## config.mk

```make
export PLATFORM = sky130hd
export DESIGN_NAME = data_mem_arbiter
export DESIGN_NICKNAME = d
export VERILOG_FILES = /design/src/rtl/data_mem_arbiter.sv
export SDC_FILE = /design/constraint.sdc
export NUM_CORES = 1
export LEC_CHECK = 0
export ABC_AREA = 1
export CAP_MARGIN = 20
export CORE_AREA = 2 2 164 166
export CTS_BUF_LIST = sky130_fd_sc_hd__clkbuf_4
export CTS_CLUSTER_SIZE = 16
export DETAILED_ROUTE_END_ITERATION = 7
export DIE_AREA = 0 0 166 168
export HOLD_SLACK_MARGIN = 0.12
export PLACE_DENSITY = 0.5
export SKIP_LAST_GASP = 1
export SLEW_MARGIN = 20
export SYNTH_ARGS = -nofsm -noshare
export SYNTH_HDL_FRONTEND = slang
export SYNTH_SLANG_ARGS = --single-unit
export TNS_END_PERCENT = 5
```

## constraint.sdc

```tcl
create_clock -name clk -period 2.7 [get_ports clk]
set_input_delay 0.675 -clock clk [delete_from_list [all_inputs] [get_ports clk]]
set_output_delay 0.675 -clock clk [all_outputs]
set_load 0.005 [all_outputs]
```

## src/rtl/data_mem_arbiter.sv

```systemverilog
// CPU/DMA arbiter in front of a single-port data memory: one access per two cycles, CPU priority with DMA starvation guard.
// Optional alignment checking is enabled by defining DATA_MEM_ARBITER_ALIGN_CHECK_EN.
module data_mem_arbiter #(
    parameter int unsigned STARVE_LIMIT = 3
) (
    input  logic        clk,
    input  logic        reset,
    input  logic        cpu_req,
    input  logic [31:0] cpu_addr,
    input  logic [31:0] cpu_wdata,
    input  logic        cpu_we,
    input  logic [2:0]  cpu_size,
    output logic        cpu_gnt,
    output logic        cpu_rvalid,
    output logic [31:0] cpu_rdata,
    output logic        cpu_err,
    input  logic        dma_req,
    input  logic [31:0] dma_addr,
    input  logic [31:0] dma_wdata,
    input  logic        dma_we,
    input  logic [2:0]  dma_size,
    output logic        dma_gnt,
    output logic        dma_rvalid,
    output logic [31:0] dma_rdata,
    output logic        dma_err,
    output logic [31:0] mem_access_addr,
    output logic [31:0] mem_in,
    output logic        mem_write_en,
    output logic        mem_read_en,
    output logic [2:0]  mem_data_size,
    input  logic [31:0] mem_out
);

    typedef enum logic [1:0] {IDLE, ISSUE, RESP} state_t;

    state_t      state;
    logic        owner_dma;
    logic [3:0]  starve_cnt;
    logic [31:0] addr_q, wdata_q;
    logic        we_q;
    logic [2:0]  size_q;
    logic        misal_q;

    logic        cpu_gnt_q, dma_gnt_q, rd_en_q, wr_en_q;
    logic        cpu_rvalid_q, dma_rvalid_q, cpu_err_q, dma_err_q;
    logic [31:0] cpu_rdata_q, dma_rdata_q;

    logic        cpu_win, dma_win;
    logic [31:0] sel_addr, sel_wdata;
    logic        sel_we;
    logic [2:0]  sel_size;
    logic        sel_misal;

    always_comb begin
        dma_win   = dma_req && (!cpu_req || (starve_cnt == 4'(STARVE_LIMIT)));
        cpu_win   = cpu_req && !dma_win;
        sel_addr  = dma_win ? dma_addr  : cpu_addr;
        sel_wdata = dma_win ? dma_wdata : cpu_wdata;
        sel_we    = dma_win ? dma_we    : cpu_we;
        sel_size  = dma_win ? dma_size  : cpu_size;
    end

`ifdef DATA_MEM_ARBITER_ALIGN_CHECK_EN
    assign sel_misal = ((sel_size[1:0] == 2'b01) && sel_addr[0]) ||
                       ((sel_size == 3'b010) && (sel_addr[1:0] != 2'b00));
`else
    assign sel_misal = 1'b0;
`endif

    always_ff @(posedge clk) begin
        if (reset) begin
            state        <= IDLE;
            owner_dma    <= 1'b0;
            starve_cnt   <= '0;
            addr_q       <= '0;
            wdata_q      <= '0;
            we_q         <= 1'b0;
            size_q       <= '0;
            misal_q      <= 1'b0;
            cpu_gnt_q    <= 1'b0;
            dma_gnt_q    <= 1'b0;
            rd_en_q      <= 1'b0;
            wr_en_q      <= 1'b0;
            cpu_rvalid_q <= 1'b0;
            dma_rvalid_q <= 1'b0;
            cpu_err_q    <= 1'b0;
            dma_err_q    <= 1'b0;
            cpu_rdata_q  <= '0;
            dma_rdata_q  <= '0;
        end else begin
            cpu_gnt_q    <= 1'b0;
            dma_gnt_q    <= 1'b0;
            rd_en_q      <= 1'b0;
            wr_en_q      <= 1'b0;
            cpu_rvalid_q <= 1'b0;
            dma_rvalid_q <= 1'b0;
            cpu_err_q    <= 1'b0;
            dma_err_q    <= 1'b0;
            cpu_rdata_q  <= '0;
            dma_rdata_q  <= '0;
            unique case (state)
                IDLE, RESP: begin
                    if (cpu_win || dma_win) begin
                        owner_dma <= dma_win;
                        addr_q    <= sel_addr;
                        wdata_q   <= sel_wdata;
                        we_q      <= sel_we;
                        size_q    <= sel_size;
                        misal_q   <= sel_misal;
                        cpu_gnt_q <= cpu_win;
                        dma_gnt_q <= dma_win;
                        rd_en_q   <= !sel_we && !sel_misal;
                        wr_en_q   <= sel_we && !sel_misal;
                        state     <= ISSUE;
                    end else begin
                        state <= IDLE;
                    end
                    if (cpu_win && dma_req)
                        starve_cnt <= (starve_cnt == 4'hF) ? 4'hF : starve_cnt + 4'd1;
                    else
                        starve_cnt <= '0;
                end
                ISSUE: begin
                    // mem_out is combinational, so the read result is taken on the edge that ends ISSUE
                    cpu_rvalid_q <= !owner_dma;
                    dma_rvalid_q <= owner_dma;
                    cpu_err_q    <= !owner_dma && misal_q;
                    dma_err_q    <= owner_dma && misal_q;
                    cpu_rdata_q  <= (!owner_dma && !we_q && !misal_q) ? mem_out : '0;
                    dma_rdata_q  <= (owner_dma && !we_q && !misal_q) ? mem_out : '0;
                    state        <= RESP;
                end
                default: state <= IDLE;
            endcase
        end
    end

    // Outputs are forced low combinationally while reset is high, so a store caught in ISSUE never writes
    assign cpu_gnt         = cpu_gnt_q && !reset;
    assign dma_gnt         = dma_gnt_q && !reset;
    assign cpu_rvalid      = cpu_rvalid_q && !reset;
    assign dma_rvalid      = dma_rvalid_q && !reset;
    assign cpu_err         = cpu_err_q && !reset;
    assign dma_err         = dma_err_q && !reset;
    assign cpu_rdata       = reset ? '0 : cpu_rdata_q;
    assign dma_rdata       = reset ? '0 : dma_rdata_q;
    assign mem_read_en     = rd_en_q && !reset;
    assign mem_write_en    = wr_en_q && !reset;
    assign mem_access_addr = reset ? '0 : addr_q;
    assign mem_in          = reset ? '0 : wdata_q;
    assign mem_data_size   = reset ? '0 : size_q;

endmodule
```

==> flow_summary_export.csv <==
group,metric,value,unit
status,status,"finished, final reports clean",
sta,setup_viol,0,
cells_and_area,final_common_cell,"nand2_1",
power_and_ir_drop,power_switching,1.34,mW
global_route,overflow,0,
cts,postCtsHoldBufs,0,
power_and_ir_drop,power_frac_clock,30.9,%
floorplanning,ios,311,
worst_setup_path,path_cells,"buf_4 -> buf_12 -> buf_12 -> nor2_1 -> clkdlybuf4s50_1",
cts,cts_buffer_depth,2,
sta,finalCritPeriodShare,94.5,%
cts,clock-sinks,145,
placed_design,dpl.cell_count,1639,
drt,post_drt_wl_per_cell,13.0,um
worst_setup_path,crit_required,2030,ps
power_and_ir_drop,ir_drop,0.230,mV
yosys,yosysWarnings,0,
sta,rsz0062_at_grt,"no",
power_and_ir_drop,cell_internal_pwr,3.21,mW
worst_setup_path,worst_path_max_delay_cell,"clkdlybuf4s50_1",
yosys,ys_seq_area_share,45.2,%
power_and_ir_drop,p_sw_share,29.5,%
sta,hold_viol,0,
worst_setup_path,crit_fanout,25,
sta,fin_skew,16.9,ps
cells_and_area,most-common-layout-cells,"355 x nand2_1, 306 x clkdlybuf4s50_1, 206 x nor2_1",
floorplanning,fp.dieArea,27900,um2
drt,vias,6633,
sta,relSlewSlack,62.3,%
cells_and_area,fin_nets,1490,
cells_and_area,fillerInstances,2894,
global_route,grt_pass1_vias,6148,
worst_setup_path,crit_buf_inv,4,
worst_setup_path,critPathKind,"in2out",
cells_and_area,drive_above_1_share,4.51,%
job,maxCapViolations,0,
sta,timing.fmax,0.392,GHz
yosys,synthesis.area,6430,um2
cts,cts_resized,0,
drt,first_pass_iters,4,
yosys,synth_seq_cells,145,
sta,worstMarginPinSlew,565,ps
cts,clk_pin_slew_worst_paths,140,ps
worst_setup_path,worst-r2r-setup-slack,960,ps
worst_setup_path,slowest_delay,510,ps
worst_setup_path,worstPathArrival,1880,ps
drt,drt_wl_total,21.7,mm
global_route,grt_pass1_wl,34.1,mm
floorplanning,row_count,60,
placed_design,gp_congestion,0.775,
cells_and_area,layout.cells.non_filler,1672,
drt,vias_per_cell,3.97,
power_and_ir_drop,combPwrFrac,19.0,%
cts,cts_buffers,17,
power_and_ir_drop,cellPowerDensity,447,nW/um2
sta,fin_crit,2550,ps
sta,finalMaxSlewViolations,0,
global_route,track_usage,15.3,%
worst_setup_path,critPathLaunchType,"primary input",
cts,h-tree-depth,4,
worst_setup_path,crit_top_cell,"buf_12",
yosys,syn_inst,1032,
worst_setup_path,crit_family,"buffers and inverters",
global_route,grt_start_max_net_pins,71,
yosys,avgSynthCellArea,6.23,um2
cts,post-cts-setup-buffer-count,0,
drt,drt_first_iter_violations,295,
global_route,antenna_found_initial,1,
yosys,ys_types,22,
sta,fin_tns_setup,0,ps
floorplanning,die_x,166,um
floorplanning,coreArea,26400,um2
placed_design,hpwl,15.6,mm
power_and_ir_drop,power_frac_seq,50.1,%
cts,tritoncts,"yes",
floorplanning,start_util,24.4,%
drt,drtAntennaViolNets,0,
floorplanning,fp.dieH,168,um
placed_design,port_buffers,308,
cells_and_area,area_growth,58.4,%
hold_path,min_path_type,"reg2reg",
power_and_ir_drop,p_leak,4.64,nW
cts,root_buffer,"clkbuf_4",
cts,insertion_delay,540,ps
worst_setup_path,cp-end-kind,"primary output",
drt,drc,0,
[logic make-up after synthesis]
group / after synthesis / synth area share [%]
XOR/XNOR: 1 / 0.136
other: 1 / 0.0583
flip-flops: 145 / 45.2
AO/OA/AOI/OAI: 4 / 0.370
AND/OR/NAND/NOR: 643 / 39.4
buffers and inverters: 237 / 14.7
adder cells (fa/ha/maj): 1 / 0.195
[power by group through the flow]
| stage | clock network [mW] | logic [mW] | registers, mW |
|---|---|---|---|
| global placement | 0 | 0.880 | 2.32 |
| finish | 1.41 | 0.865 | 2.28 |
| global route | 1.59 | 0.966 | 2.29 |
| floorplan | 0 | 0.374 | 2.32 |
| CTS | 1.51 | 0.885 | 2.28 |
| detailed placement | 0 | 0.881 | 2.32 |
[synth_stat cells]
cell / n / area, um2
nand2_1: 356 / 1340
nor2_1: 206 / 773
inv_1: 175 / 657
dfxtp_1: 145 / 2900
nand3_1: 74 / 370
buf_2: 30 / 150
clkbuf_1: 24 / 90.1
buf_4: 4 / 30.0
inv_2: 3 / 11.3
nor2_2: 2 / 12.5
o21ai_1: 2 / 10.0
a21oi_1: 1 / 5.00
buf_1: 1 / 3.75
conb_1: 1 / 3.75
ha_1: 1 / 12.5
nand2_2: 1 / 6.26
nand3b_1: 1 / 7.51
nand4_1: 1 / 6.26
nor3_2: 1 / 10.0
nor3b_2: 1 / 12.5
o21ai_2: 1 / 8.76
xnor2_1: 1 / 8.76
[cell type report]
cell class,count,area [um2],share of cell area (%)
Antenna cell,1,2.50,0.0246
Clock buffer,18,135,1.33
Tap cell,341,427,4.19
Inverter,178,668,6.56
Timing Repair Buffer,324,3300,32.4
Clock inverter,14,146,1.44
Multi-Input combinational cell,651,2600,25.6
Sequential cell,145,2900,28.5
[sequential cells by signal, summed over array words and instances (netlist names)]
name / flops
owner_dma: 1
rd_en_q: 1
addr_q: 32
dma_gnt_q: 1
wr_en_q: 1
cpu_rdata_q: 32
dma_rvalid_q: 1
wdata_q: 32
size_q: 3
dma_rdata_q: 32
state: 2
cpu_gnt_q: 1
starve_cnt: 4
cpu_rvalid_q: 1
we_q: 1
[routing by layer]
metal / GRT usage (%) / vias to the layer above / wire length [um]
met5: 0 / - / 0
met4: 4.76 / 0 / 357
met3: 4.58 / 18 / 1590
met2: 24.0 / 236 / 9440
met1: 20.4 / 2840 / 10300
li1: - / 3539 / -
[final timing paths]
kind / start / to / cells after the start
max: reset / cpu_rdata[24] / 5
min: state[1]$_SDFF_PP0_ / state[1]$_SDFF_PP0_ / 1
max reg2reg: starve_cnt[0]$_SDFFE_PP0N_ / we_q$_SDFFE_PP0P_ / 7
min reg2reg: state[1]$_SDFF_PP0_ / state[1]$_SDFF_PP0_ / 1
[stage by stage]
stage / hold slack (ps) / total power, mW / instance area [um2] / setup WS [ps] / utilization, %
floorplan: 429 / 2.69 / 6430 / 716 / -
global placement: 445 / 3.20 / 9900 / 152 / 37.6
CTS: 486 / 4.67 / 10200 / 130 / 38.6
detailed placement: 454 / 3.21 / 9900 / 128 / 37.6
finish: 480 / 4.55 / 10200 / 149 / 38.6
global route: 504 / 4.85 / 10200 / 60.5 / 38.6
Note: power is estimated with default switching activity, not from simulation.
